**src/rtl/pcs_tx.sv**
```systemverilog
// 100BASE-X PCS transmit: MII nibble to 4B/5B code group with /J/K/, /T/R/ framing and /I/ fill.
// One group per ce, registered (1 clk); no backpressure. Define PCS_TX_ERR_EN to send /H/ on TX_ER.
module pcs_tx (
  input  logic       clk,
  input  logic       rst_n,
  input  logic       ce,
  input  logic       enable,
  input  logic       err,
  input  logic [3:0] data,
  input  logic       link_status,
  output logic [4:0] code,
  output logic       code_ce,
  output logic       transmitting
);

  typedef enum logic [1:0] {
    S_IDLE  = 2'd0,
    S_START = 2'd1,
    S_DATA  = 2'd2,
    S_END   = 2'd3
  } state_t;

  localparam logic [4:0] C_I = 5'b11111;
  localparam logic [4:0] C_J = 5'b11000;
  localparam logic [4:0] C_K = 5'b10001;
  localparam logic [4:0] C_T = 5'b01101;
  localparam logic [4:0] C_R = 5'b00111;
  localparam logic [4:0] C_H = 5'b00100;

`ifdef PCS_TX_ERR_EN
  localparam logic ERR_EN = 1'b1;
`else
  localparam logic ERR_EN = 1'b0;
`endif

  function automatic logic [4:0] enc_4b5b(input logic [3:0] nib);
    logic [4:0] grp;
    case (nib)
      4'h0: grp = 5'b11110;
      4'h1: grp = 5'b01001;
      4'h2: grp = 5'b10100;
      4'h3: grp = 5'b10101;
      4'h4: grp = 5'b01010;
      4'h5: grp = 5'b01011;
      4'h6: grp = 5'b01110;
      4'h7: grp = 5'b01111;
      4'h8: grp = 5'b10010;
      4'h9: grp = 5'b10011;
      4'hA: grp = 5'b10110;
      4'hB: grp = 5'b10111;
      4'hC: grp = 5'b11010;
      4'hD: grp = 5'b11011;
      4'hE: grp = 5'b11100;
      default: grp = 5'b11101;
    endcase
    return grp;
  endfunction

  state_t     state;
  logic       err_hit;
  logic [4:0] data_grp;

  // With the feature compiled out err is folded away to a constant zero.
  assign err_hit  = ERR_EN & err;
  assign data_grp = err_hit ? C_H : enc_4b5b(data);

  always_ff @(posedge clk) begin
    if (!rst_n) begin
      state        <= S_IDLE;
      code         <= C_I;
      code_ce      <= 1'b0;
      transmitting <= 1'b0;
    end else begin
      code_ce <= ce;
      if (ce) begin
        if (!link_status) begin
          // Link loss abandons the packet outright: no /T/R/ is sent.
          state        <= S_IDLE;
          code         <= C_I;
          transmitting <= 1'b0;
        end else begin
          case (state)
            S_IDLE: begin
              if (enable) begin
                state        <= S_START;
                code         <= C_J;
                transmitting <= 1'b1;
              end else begin
                code         <= C_I;
                transmitting <= 1'b0;
              end
            end
            S_START: begin
              state        <= S_DATA;
              code         <= C_K;
              transmitting <= 1'b1;
            end
            S_DATA: begin
              transmitting <= 1'b1;
              if (enable) begin
                code <= data_grp;
              end else begin
                state <= S_END;
                code  <= C_T;
              end
            end
            S_END: begin
              state        <= S_IDLE;
              code         <= C_R;
              transmitting <= 1'b1;
            end
            default: begin
              state        <= S_IDLE;
              code         <= C_I;
              transmitting <= 1'b0;
            end
          endcase
        end
      end
    end
  end

endmodule

```
**config.mk**
```make
export PLATFORM = sky130hd
export DESIGN_NAME = pcs_tx
export DESIGN_NICKNAME = d
export VERILOG_FILES = /design/src/rtl/pcs_tx.sv
export SDC_FILE = /design/constraint.sdc
export NUM_CORES = 1
export LEC_CHECK = 0
export BUFFER_PORTS_ARGS = -buffer_cell sky130_fd_sc_hd__buf_4
export CAP_MARGIN = 0
export CORE_AREA = 10 10 47 49
export CTS_BUF_LIST = sky130_fd_sc_hd__clkbuf_2
export CTS_CLUSTER_DIAMETER = 120
export DETAILED_ROUTE_END_ITERATION = 8
export DIE_AREA = 0 0 57 59
export GPL_ROUTABILITY_DRIVEN = 0
export PLACE_DENSITY = 0.67
export SLEW_MARGIN = 5
export SYNTH_ARGS = -nofsm -noshare
export SYNTH_HDL_FRONTEND = slang
export SYNTH_SLANG_ARGS = --single-unit
```
**constraint.sdc**
```tcl
create_clock -name clk -period 2.84 [get_ports clk]
set_input_delay 0 -clock clk [delete_from_list [all_inputs] [get_ports clk]]
set_output_delay 0 -clock clk [all_outputs]
set_load 0.02 [all_outputs]
```
==> run metrics <==
pre-CTS setup slack 1.44 ns; clk buf depth 2; Synth Instances 63; Layout area overhead 27.5%; Setup CP Type register to register; Clock Sinks 9; Critical Path RT 2.98 ns; Vert. Die Dim 59 um; R2R depth 5; Multi-input gate area 314 um^2; WHS Endpoint code_ce$_SDFF_PN0_; CP max FO 7; wire per inst 12.5 um; H-Tree Depth 1; largest net degree at the start of global routing 11; crit path time final 1.40 ns; WP data arrival 1.54 ns; initial core utilization 37.9%; Slew @ Worst Pin 0.311 ns; CTS tree built; Mapped Nets 76; maxcap violations 0; final hold violations 0; Setup Buffers After CTS 0; Overflow after GRT 0; fraction of layout cells with a size suffix above 1 27.2%; Fin Clk Skew 0.00463 ns; clock slew seen by the registers of the worst setup and hold paths 0.08 ns; Final WS setup 1.44 ns; Reg area 180 um^2; fin nets 95; DIE AREA 3360 um^2; core box area 1400 um^2; Total Wirelength 1210 um; reg2reg start state[1]$_SDFFE_PN0P_; hold slack 0.0371 ns; TNS Setup 0 ns; antenna-violating nets left 0; hold_sp ce; root buffer cell clkbuf_2; reg2reg end code[0]$_SDFFE_PN1P_; initial DRC count 12; slew margin rel. 79.3%; leakage 0.287 nW; Synth cell types 32; DRC viols 0; FMAX 712 MHz; max-slew violations 0; sequential area share after synthesis 33.9%; r2r setup slk 1.44 ns; RSZ-0062 raised after global routing false; first-pass GRT wire length 2040 um; crit path launch type register; vias in the first global route 514; vias per cell 5.15; Seq cells post-synth 9; PwrDens 382 nW/um^2; # resized after CTS 0; antenna violations before repair 0; Antenna Cells 0; drt first pass iters 4; Hold Crit Class primary input to register; I/O Pins 17; Chip Width 57 um; count of final setup violators 0; gr usage total 7.50%; Tcrit/Tclk final 49.4%; DPL Wire Length 956 um; clock insertion delay at the later pin of the skew report 0.24 ns; Peak VDD IR 0.000225 V; crit path capture type register; outcome finished, final reports clean; Mapped Area 532 um^2; Site Rows 14; clock buffer count from CTS 3; via count 500; # fillers 151; Syn Area/Cell 8.44 um^2; Synth Warn # 0; PortBufs 15; worst hold path cell count 2
-- routing by layer --
| metal | global-route usage, % | share of wire, % | up-vias |
|---|---|---|---|
| li1 | - | - | 263 |
| met4 | 3.02 | 0.83 | 0 |
| met3 | 4.29 | 5.9 | 2 |
| met5 | 0 | 0 | - |
| met1 | 7.07 | 43 | 224 |
| met2 | 13.2 | 51 | 11 |
-- power by group --
part	switching [mW]	leakage, nW	internal, mW
registers	0.00220	0.0736	0.130
logic	0.0259	0.196	0.0224
clock network	0.0407	0.0166	0.0374
total	0.0689	0.287	0.190
-- sequential cells by signal (all words and copies together) (netlist names) --
name,cells
code,5
code_ce,1
state,2
transmitting,1
-- worst max-delay path by stage --
stage,start,depth (start not counted),to,slack (ns)
after global routing,state[1]$_SDFFE_PN0P_,5,code[0]$_SDFFE_PN1P_,1.33
after floorplan,state[0]$_SDFFE_PN0P_,5,state[0]$_SDFFE_PN0P_,1.52
after detailed placement,state[1]$_SDFFE_PN0P_,5,code[0]$_SDFFE_PN1P_,1.44
final,state[1]$_SDFFE_PN0P_,5,code[0]$_SDFFE_PN1P_,1.44
after global placement,state[1]$_SDFFE_PN0P_,5,code[0]$_SDFFE_PN1P_,1.45
after CTS,state[1]$_SDFFE_PN0P_,5,code[0]$_SDFFE_PN1P_,1.43
-- placed cells by master, fill, tap and decap left out, types with 2 or more instances in the layout --
cell type,n
a21oi_1,3
nand2b_1,2
ha_1,3
a31oi_1,3
inv_1,4
nor3b_1,2
clkbuf_2,4
buf_4,15
o21ai_0,3
dfxtp_1,9
nand2_1,4
nor2_1,8
-- synthesized netlist by cell type, drive strengths merged --
| cell | number | area [um^2] |
|---|---|---|
| a21oi | 4 | 31.3 |
| a31oi | 3 | 18.8 |
| a32oi | 1 | 8.76 |
| and2 | 1 | 6.26 |
| and2b | 1 | 7.51 |
| buf | 2 | 16.3 |
| dfxtp | 9 | 180 |
| ha | 3 | 37.5 |
| inv | 5 | 21.3 |
| mux2i | 1 | 10.0 |
| nand2 | 5 | 21.3 |
| nand2b | 2 | 12.5 |
| nand4b | 1 | 8.76 |
| nor2 | 8 | 30.0 |
| nor2b | 1 | 6.26 |
| nor3 | 1 | 5.00 |
| nor3b | 2 | 15.0 |
| o2111ai | 1 | 8.76 |
| o211ai | 1 | 7.51 |
| o21a | 1 | 7.51 |
| o21ai | 4 | 20.0 |
| o21bai | 1 | 7.51 |
| o221ai | 1 | 8.76 |
| o22a | 1 | 8.76 |
| o311a | 1 | 10.0 |
| o31a | 1 | 8.76 |
| o31ai | 1 | 7.51 |
-- cells by family after synthesis --
family | Yosys count | share of synthesized area, %
AOI/OAI and AO/OA | 21 | 28.9
adders and majority gates | 3 | 7.06
buffers and inverters | 7 | 7.06
DFF | 9 | 33.9
muxes | 1 | 1.88
and+or+nand+nor | 22 | 21.2
-- timing repair --
item                                   CTS  global route
setup endpoints to repair                0             0
endpoints found under the hold margin    1             0
hold buffers                             1             0
-- through the flow --
step | instance area (um^2) | utilization (%) | cells | total power, mW
final | 678 | 48.4 | 97 | 0.259
after global routing | 678 | 48.4 | 97 | 0.276
after CTS | 678 | 48.4 | 97 | 0.266
after detailed placement | 648 | 46.3 | 92 | 0.183
after global placement | 648 | 46.3 | 92 | 0.183
after floorplan | 532 | - | 63 | 0.161
-- critical path, stage by stage, from the launching register on --
cell and delay, ns:
dfxtp_1 0.41, inv_1 0.10, ha_1 0.30, a21oi_4 0.24, nand2_1 0.07, o22a_1 0.19
-- area by class of cell --
type	instances	area share, %
Sequential cell	9	26.6
Timing Repair Buffer	16	18.1
Clock buffer	4	2.95
Multi-Input combinational cell	47	46.3
Inverter	5	3.14
Tap cell	16	2.95
No activity file was read; power rests on OpenSTA's default activity.
